$ cat config.mk
export PLATFORM = sky130hd
export DESIGN_NAME = whirlpool_wcipher_ctrl
export DESIGN_NICKNAME = d
export VERILOG_FILES = /design/src/rtl/whirlpool_pkg.sv /design/src/rtl/whirlpool_round_cnt.sv /design/src/rtl/whirlpool_wcipher_ctrl.sv
export SDC_FILE = /design/constraint.sdc
export NUM_CORES = 1
export LEC_CHECK = 0
export CAP_MARGIN = 20
export CORE_AREA = 2 2 39 41
export DETAILED_ROUTE_END_ITERATION = 10
export DIE_AREA = 0 0 41 43
export HOLD_SLACK_MARGIN = 0.12
export MAX_ROUTING_LAYER = met4
export PLACE_DENSITY = 0.66
export SLEW_MARGIN = 20
export SYNTH_ARGS = -nofsm -noshare
export SYNTH_HDL_FRONTEND = slang
export SYNTH_SLANG_ARGS = --single-unit
$ cat constraint.sdc
create_clock -name clk -period 1.8 [get_ports clk]
set_input_delay 0.18 -clock clk [delete_from_list [all_inputs] [get_ports clk]]
set_output_delay 0.18 -clock clk [all_outputs]
set_load 0.05 [all_outputs]
$ cat src/rtl/whirlpool_pkg.sv
// whirlpool_pkg
// Shared definitions for the Whirlpool W-cipher controller: FSM state encoding,
// default round count and round-index width.
package whirlpool_pkg;

    localparam int unsigned NUM_ROUNDS_DEF = 10;
    localparam int unsigned RIDX_W_DEF     = 4;

    typedef enum logic [2:0] {
        StIdle,
        StInit,
        StLoad,
        StRound,
        StUpdate,
        StDone
    } wp_state_e;

endpackage

$ cat src/rtl/whirlpool_round_cnt.sv
// whirlpool_round_cnt
// Round-constant index counter for the W cipher.
// Ports:
//   clk     - clock, rising edge
//   rst_n   - asynchronous active-low reset
//   i_clr   - synchronous clear to 0 (highest priority)
//   i_load  - load the counter with 1 (first round)
//   i_inc   - advance one round
//   o_cnt   - current round index
//   o_last  - current index equals NUM_ROUNDS
module whirlpool_round_cnt
    import whirlpool_pkg::*;
#(
    parameter int unsigned NUM_ROUNDS = NUM_ROUNDS_DEF,
    parameter int unsigned RIDX_W     = RIDX_W_DEF
) (
    input  logic              clk,
    input  logic              rst_n,
    input  logic              i_clr,
    input  logic              i_load,
    input  logic              i_inc,
    output logic [RIDX_W-1:0] o_cnt,
    output logic              o_last
);

    localparam logic [RIDX_W-1:0] LastIdx = RIDX_W'(NUM_ROUNDS);

    logic [RIDX_W-1:0] r_cnt;
    logic              w_last;

    assign w_last = (r_cnt == LastIdx);

    // Stepping past the terminal count returns to 0 instead of wrapping upward,
    // so the index never exceeds NUM_ROUNDS.
    always_ff @(posedge clk or negedge rst_n) begin
        if (!rst_n) begin
            r_cnt <= '0;
        end else if (i_clr) begin
            r_cnt <= '0;
        end else if (i_load) begin
            r_cnt <= RIDX_W'(1);
        end else if (i_inc) begin
            r_cnt <= w_last ? '0 : r_cnt + RIDX_W'(1);
        end
    end

    assign o_cnt  = r_cnt;
    assign o_last = w_last;

endmodule

$ cat src/rtl/whirlpool_wcipher_ctrl.sv
// whirlpool_wcipher_ctrl
// Control FSM for a one-round-per-cycle Whirlpool compression datapath.
// Sequence per block: IDLE -> [INIT] -> LOAD -> ROUND x NUM_ROUNDS -> UPDATE -> DONE.
// Ports:
//   clk, rst_n            - clock (rising edge), asynchronous active-low reset
//   blk_valid, blk_first  - message block offered / block starts a new message
//   blk_ready             - block accepted this cycle (IDLE only)
//   hash_init             - datapath clears H
//   load                  - datapath loads K=H, S=m^H
//   round_en, round_idx   - execute one round with round constant round_idx
//   last_round            - round_idx == NUM_ROUNDS
//   hash_upd              - datapath sets H = S^H^m
//   out_valid, out_ready  - chaining value handshake
//   busy                  - FSM is not IDLE
//   abort                 - only with WHIRLPOOL_CTRL_ABORT_EN: drop the block, return to IDLE
// Build option: define WHIRLPOOL_CTRL_ABORT_EN to add the abort input.
module whirlpool_wcipher_ctrl
    import whirlpool_pkg::*;
#(
    parameter int unsigned NUM_ROUNDS = NUM_ROUNDS_DEF,
    parameter int unsigned RIDX_W     = RIDX_W_DEF
) (
    input  logic              clk,
    input  logic              rst_n,
    input  logic              blk_valid,
    input  logic              blk_first,
    output logic              blk_ready,
    output logic              hash_init,
    output logic              load,
    output logic              round_en,
    output logic [RIDX_W-1:0] round_idx,
    output logic              last_round,
    output logic              hash_upd,
    output logic              out_valid,
    input  logic              out_ready,
`ifdef WHIRLPOOL_CTRL_ABORT_EN
    input  logic              abort,
`endif
    output logic              busy
);

    wp_state_e         r_state;
    wp_state_e         w_state_next;
    logic [RIDX_W-1:0] w_cnt;
    logic              w_cnt_last;
    logic              w_abort;

`ifdef WHIRLPOOL_CTRL_ABORT_EN
    assign w_abort = abort && (r_state != StIdle);
`else
    assign w_abort = 1'b0;
`endif

    always_ff @(posedge clk or negedge rst_n) begin
        if (!rst_n) begin
            r_state <= StIdle;
        end else begin
            r_state <= w_state_next;
        end
    end

    always_comb begin
        w_state_next = r_state;
        blk_ready    = 1'b0;
        hash_init    = 1'b0;
        load         = 1'b0;
        round_en     = 1'b0;
        hash_upd     = 1'b0;
        out_valid    = 1'b0;
        busy         = 1'b1;
        unique case (r_state)
            StIdle: begin
                busy      = 1'b0;
                blk_ready = 1'b1;
                if (blk_valid) begin
                    w_state_next = blk_first ? StInit : StLoad;
                end
            end
            StInit: begin
                hash_init    = 1'b1;
                w_state_next = StLoad;
            end
            StLoad: begin
                load         = 1'b1;
                w_state_next = StRound;
            end
            StRound: begin
                round_en = 1'b1;
                if (w_cnt_last) begin
                    w_state_next = StUpdate;
                end
            end
            StUpdate: begin
                hash_upd     = 1'b1;
                w_state_next = StDone;
            end
            StDone: begin
                out_valid = 1'b1;
                if (out_ready) begin
                    w_state_next = StIdle;
                end
            end
            default: begin
                w_state_next = StIdle;
            end
        endcase
        // An aborted block must not touch H or present a result, so every
        // strobe is dropped already in the abort cycle.
        if (w_abort) begin
            w_state_next = StIdle;
            hash_init    = 1'b0;
            load         = 1'b0;
            round_en     = 1'b0;
            hash_upd     = 1'b0;
            out_valid    = 1'b0;
        end
    end

    whirlpool_round_cnt #(
        .NUM_ROUNDS (NUM_ROUNDS),
        .RIDX_W     (RIDX_W)
    ) u_round_cnt (
        .clk    (clk),
        .rst_n  (rst_n),
        .i_clr  (w_abort),
        .i_load (load),
        .i_inc  (round_en),
        .o_cnt  (w_cnt),
        .o_last (w_cnt_last)
    );

    // Index is only meaningful during a round; force 0 elsewhere.
    assign round_idx  = round_en ? w_cnt : '0;
    assign last_round = round_en & w_cnt_last;

endmodule

==> flow_summary_export.csv, run 1 <==
group,metric,value,unit
sta,fin_tns_setup,0,ns
sta,period_share,93.30,%
clocking,cts_max_path_buffers,2,
sta,fmax,595.5,MHz
worst_setup_path,critPathArrivalTime,1.50,ns
routing,drc,0,
final_layout,area_delta_synth_final,65.89,%
synth,ys_warn_count,0,
synth,synthDistinctLibCells,28,
routing,routed_wl,1.001,mm
placement,gp_congestion,0.7724,
worst_setup_path,setup.worst_path.class,"register to primary output",
sta,slew_violations,0,
synth,synth.avg_cell_area,8.897,sq um
sta,period_minus_slack,1.679,ns
sta,skew,0.001430,ns
clocking,cts_buffers,3,
routing,routed_via_density,5.207,
routing,drt-initial-drc-count,9,
clocking,postCtsHoldBufs,0,
clocking,cts_tree,"yes",
pwr,total_leakage_power,0.3968,nW
floorplanning,initial_core_util,34.72,%
global_routing,antenna_found_initial,0,
floorplanning,die_w,41,um
worst_setup_path,reg2reg_slack,0.35,ns
worst_setup_path,reg2reg_depth,5,
clocking,ctsRootBufferMaster,"clkbuf_4",
floorplanning,die_y,43,um
routing,ant_nets,0,
status,status,"finished, final reports clean",
floorplanning,rows,14,
clocking,cts.reportedPaths.clkPinSlew,0.05,ns
worst_setup_path,r2r_end,"u_round_cnt.o_cnt[3]",
clocking,cts_setup_buffers,0,
clocking,clk_latency,0.25,ns
synth,netlist.area_leader.share,36.46,%
sta,hold_violations,0,
synth,synth_seq_cells,7,
synth,synth_area,480.5,sq um
routing,drt-wirelength-per-cell,11.51,um
global_routing,grt_pass1_wl,1.683,mm
synth,synthCells,54,
synth,synth-async-reset-ratio,100.0,%
placement,dp.final_hpwl,805.3,um
placement,post-place-cells,83,
worst_setup_path,worstPathMaxFanout,9,
global_routing,grt_max_degree,20,
global_routing,grtUsageTotal,14.75,%
placement,io_buffers,16,
floorplanning,io_pins,17,
synth,yosys-top-cells-area,"dfrtp_1, ha_1, nor2_1, buf_2, nand3b_4",
pwr,ir_worst_vdd,1.230,mV
worst_setup_path,cp.required,1.62,ns
synth,synth_top_area_cell,"dfrtp_1",
worst_setup_path,critPathLaunchType,"register",
sta,tightest_slew,0.4689,ns
final_layout,final_layout_size_suffix_gt1_share,32.39,%
floorplanning,core-area,0.001384,sq mm
final_layout,nNetsFinal,79,
clocking,cts-htree-levels,1,
synth,synth_edf_count,0,
floorplanning,dieArea,0.001763,sq mm
synth,synth_flop_cell,"dfrtp_1",
routing,drtPass1Iterations,3,
sta,slew-limit-headroom,68.74,%
global_routing,grt.overflow.total,0,
synth,ys_seq_area_share,36.46,%
global_routing,grt_pass1_vias,434,
synth,synth_fp_nets,61,
worst_setup_path,r2r_start,"u_round_cnt.o_cnt[0]",
pwr,powerDensity,1884,mW/mm^2
hold_path,hp-class,"primary input to async pin",
worst_setup_path,critical_path.endpoint_type,"primary output",
synth,yosys-top-cells-count,"dfrtp_1, nor2_1, buf_2, inv_1, nand2_1",
synth,synth_most_common_cell,"dfrtp_1",
final_layout,diodes,0,
clocking,clock-sinks,7,
sta,setup_viol,0,
job,maxCapViolations,0,
sta,rsz0062_at_grt,"no",
routing,vias,453,
final_layout,fin_cells,87,
sta,hold_ws,0.1953,ns
[layer usage]
metal  global-route usage, %  vias up  part of all wire [%]  routed length (um)
li1                        -      225                     -                   -
met1                   16.23      211                    41                 408
met2                   22.50       15                    52                 516
met3                   6.283        2                   6.7                  67
met4                   6.000        0                  0.80                   8
met5                       -        -                     0                   0
[power breakdown]
group | internal (mW) | total (mW) | switching, mW
Combinational | 0.507 | 1.05 | 0.538
Sequential | 0.219 | 0.316 | 0.0978
Clock | 0.0844 | 0.139 | 0.0550
[state kept, by name, indices dropped and copies added, names as in the netlist]
name,flops
r_state,3
u_round_cnt.o_cnt,4
[logic make-up after synthesis]
| family | synth area share (%) |
|---|---|
| flops | 36.46 |
| buf+inv | 7.291 |
| fa+ha+maj | 5.208 |
| simple gates | 35.94 |
| compound gates | 15.11 |
[worst max-delay path: stages (launching register included)]
cell and delay, ns:
dfrtp_1 0.48, nor2b_4 0.26, nand2_1 0.12, nor2_1 0.23, buf_12 0.17
[cell usage in the layout, fill, tap and decap left out]
master           instances
buf_4                    2
o21ai_0                  3
nor3_1                   1
a211o_1                  1
and4_4                   1
or3_1                    1
nor2b_1                  1
nor2_1                   6
o31ai_1                  1
inv_1                    4
clkbuf_4                 3
buf_12                  11
dfrtp_1                  7
and3b_1                  1
ha_1                     2
nand4_1                  1
clkdlybuf4s50_1          4
nor2b_4                  1
nand2_1                  4
nor4b_1                  1
nand2b_4                 1
and3_2                   1
a21boi_0                 1
clkbuf_1                 1
a21oi_1                  2
a32o_1                   1
a211oi_1                 1
nor3b_2                  2
nand3_1                  1
a31oi_1                  1
nand3b_4                 1
and3_1                   2
[repair_timing]
item,in CTS,in global routing
endpoints found under the hold margin,0,0
gates resized for setup,0,1
setup endpoints to repair,0,2
[how the worst max path moves through the flow]
| stage | from | to |
|---|---|---|
| after floorplan | r_state[2] | blk_ready |
| after global placement | r_state[1] | last_round |
| after detailed placement | r_state[1] | last_round |
| after CTS | r_state[1] | last_round |
| after global routing | r_state[1] | last_round |
| final | r_state[1] | last_round |
[stage by stage]
step | total power, mW | util, % | area [sq um] | setup WS (ns)
5_1_grt | 1.591 | 57.59 | 797.0 | 0.007455
6_report | 1.502 | 57.59 | 797.0 | 0.1206
3_3_place_gp | 1.351 | 55.33 | 765.7 | 0.3485
3_5_place_dp | 1.365 | 55.33 | 765.7 | 0.3425
4_1_cts | 1.509 | 57.23 | 792.0 | 0.04650
2_1_floorplan | 0.9157 | - | 490.5 | 0.1141
[layout make-up]
cell class / instances / area (sq um)
fill: 129 / 586.8
multi-input combinational: 39 / 285.3
timing repair buffer: 17 / 275.3
sequential: 7 / 175.2
clock buffer: 4 / 26.28
tap: 16 / 20.02
inverter: 4 / 15.01
No activity file was read; power rests on OpenSTA's default activity.
==> inputs of run 2 (changes only) <==
- clock period: 1.8 -> 2.03 ns (I/O delays scaled with it)
==> flow_summary_export.csv, run 2 (synthesis results as in run 1) <==
group,metric,value,unit
pwr,intPower,0.6779,mW
worst_setup_path,crit_family,"simple AND/OR/NAND/NOR gates",
sta,skew,0.005590,ns
final_layout,final_layout_size_suffix_gt1_share,28.57,%
worst_setup_path,critPathLaunchType,"register",
clocking,cts_tree,"yes",
clocking,cts-htree-levels,1,
global_routing,grt_max_degree,20,
sta,fin_tns_setup,0,ns
final_layout,mostFrequentLayoutCells,"buf_12, dfrtp_1, nor2_1, buf_4",
sta,rsz0062_at_grt,"no",
routing,vias,438,
global_routing,grt.overflow.total,0,
pwr,powerDensity,1771,mW/mm^2
global_routing,grt_pass1_wl,1.766,mm
clocking,ctsRootBufferMaster,"clkbuf_4",
clocking,cts.reportedPaths.clkPinSlew,0.05,ns
routing,drt-initial-drc-count,4,
worst_setup_path,worstPathMaxFanout,11,
pwr,pwr-share-comb,67.8,%
routing,routed_via_density,5.093,
pwr,clkPwrFrac,10.0,%
routing,routed_wl,1.031,mm
pwr,total_leakage_power,0.3702,nW
clocking,cts_max_path_buffers,2,
pwr,p_sw_share,47.17,%
floorplanning,die_w,41,um
worst_setup_path,path_buf_inv,1,
status,status,"finished, final reports clean",
pwr,pwr-share-seq,22.2,%
hold_path,hp-class,"primary input to async pin",
worst_setup_path,cp.depth,4,
worst_setup_path,slowest_stage,"dfrtp_1",
placement,gp_congestion,0.6946,
job,maxCapViolations,0,
clocking,clk_latency,0.26,ns
pwr,ir_worst_vdd,0.6095,mV
sta,period_minus_slack,1.851,ns
worst_setup_path,setup.worst_path.class,"register to primary output",
sta,tightest_slew,0.4856,ns
global_routing,antenna_found_initial,0,
final_layout,diodes,0,
floorplanning,core-area,0.001384,sq mm
sta,slew_violations,0,
worst_setup_path,reg2reg_depth,5,
sta,fmax,540.1,MHz
pwr,power,1.283,mW
floorplanning,dieArea,0.001763,sq mm
worst_setup_path,crit_chain,"nor2b_2 -> nand2_1 -> nor2_1 -> buf_12",
routing,drc,0,
floorplanning,initial_core_util,34.72,%
sta,slew-limit-headroom,67.62,%
floorplanning,rows,14,
routing,ant_nets,0,
final_layout,area_delta_synth_final,50.78,%
clocking,cts_resized,0,
worst_setup_path,cp.required,1.83,ns
floorplanning,die_y,43,um
global_routing,grt_pass1_vias,424,
routing,drt-wirelength-per-cell,11.99,um
placement,dp.final_hpwl,769.9,um
placement,place_area,698.2,sq um
clocking,clock-sinks,7,
final_layout,final_area,724.4,sq um
worst_setup_path,critical_path.endpoint_type,"primary output",
floorplanning,io_pins,17,
worst_setup_path,critPathArrivalTime,1.65,ns
clocking,cts_setup_buffers,0,
sta,setup_viol,0,
global_routing,grtUsageTotal,16.06,%
final_layout,largest_reg_flops,4,
pwr,p_sw,0.6052,mW
clocking,postCtsHoldBufs,0,
sta,hold_violations,0,
placement,io_buffers,16,
sta,period_share,91.20,%
sta,hold_ws,0.2103,ns
worst_setup_path,slowest_delay,0.54,ns
final_layout,nNetsFinal,78,
clocking,cts_buffers,3,
routing,drtPass1Iterations,3,
## run 2: changes by cell type in the layout (fill, tap and decap cells not counted)
| cell | change |
|---|---|
| nor2b_2 | +1 |
| nor3b_1 | +2 |
| nor2b_4 | -1 |
| nor3b_2 | -2 |
| buf_12 | -4 |
| buf_4 | +3 |
## run 2: final timing paths
kind,slack (ns),end,startpoint
worst max-delay path,0.18,last_round,r_state[1]
worst min-delay path,0.21,r_state[2],rst_n
worst max register to register,0.60,u_round_cnt.o_cnt[3],u_round_cnt.o_cnt[0]
worst min register to register,0.55,u_round_cnt.o_cnt[2],u_round_cnt.o_cnt[2]
max in group asynchronous,1.57,u_round_cnt.o_cnt[1],rst_n
min in group clk,0.55,u_round_cnt.o_cnt[2],u_round_cnt.o_cnt[2]
## run 2: area by class of cell
class	instances	area [sq um]
fill	146	659.4
multi-input combinational	39	270.3
timing repair buffer	16	217.7
sequential	7	175.2
clock buffer	4	26.28
tap	16	20.02
inverter	4	15.01
## run 2: metal layers
layer	track usage, %	vias up	part of all wire, %	wire length [um]
met2	22.81	18	45	460
met5	-	-	0	0
met1	18.09	192	45	467
met4	14.00	0	4.0	41
li1	-	223	-	-
met3	3.141	5	6.0	62
## run 2: stage by stage
stage,cells,utilization [%],setup WS [ns]
after CTS,86,52.35,0.1611
after detailed placement,82,50.45,0.4493
after floorplan,54,-,0.01166
after global placement,82,50.45,0.4826
final,86,52.35,0.1786
after global routing,86,52.35,0.02622
## run 2: power groups by stage
| stage | logic [mW] | clock network (mW) | registers [mW] |
|---|---|---|---|
| after detailed placement | 0.876 | 0 | 0.287 |
| after global routing | 0.930 | 0.136 | 0.300 |
| after global placement | 0.867 | 0 | 0.284 |
| after CTS | 0.878 | 0.132 | 0.284 |
| final | 0.870 | 0.128 | 0.285 |
| after floorplan | 0.573 | 0 | 0.234 |
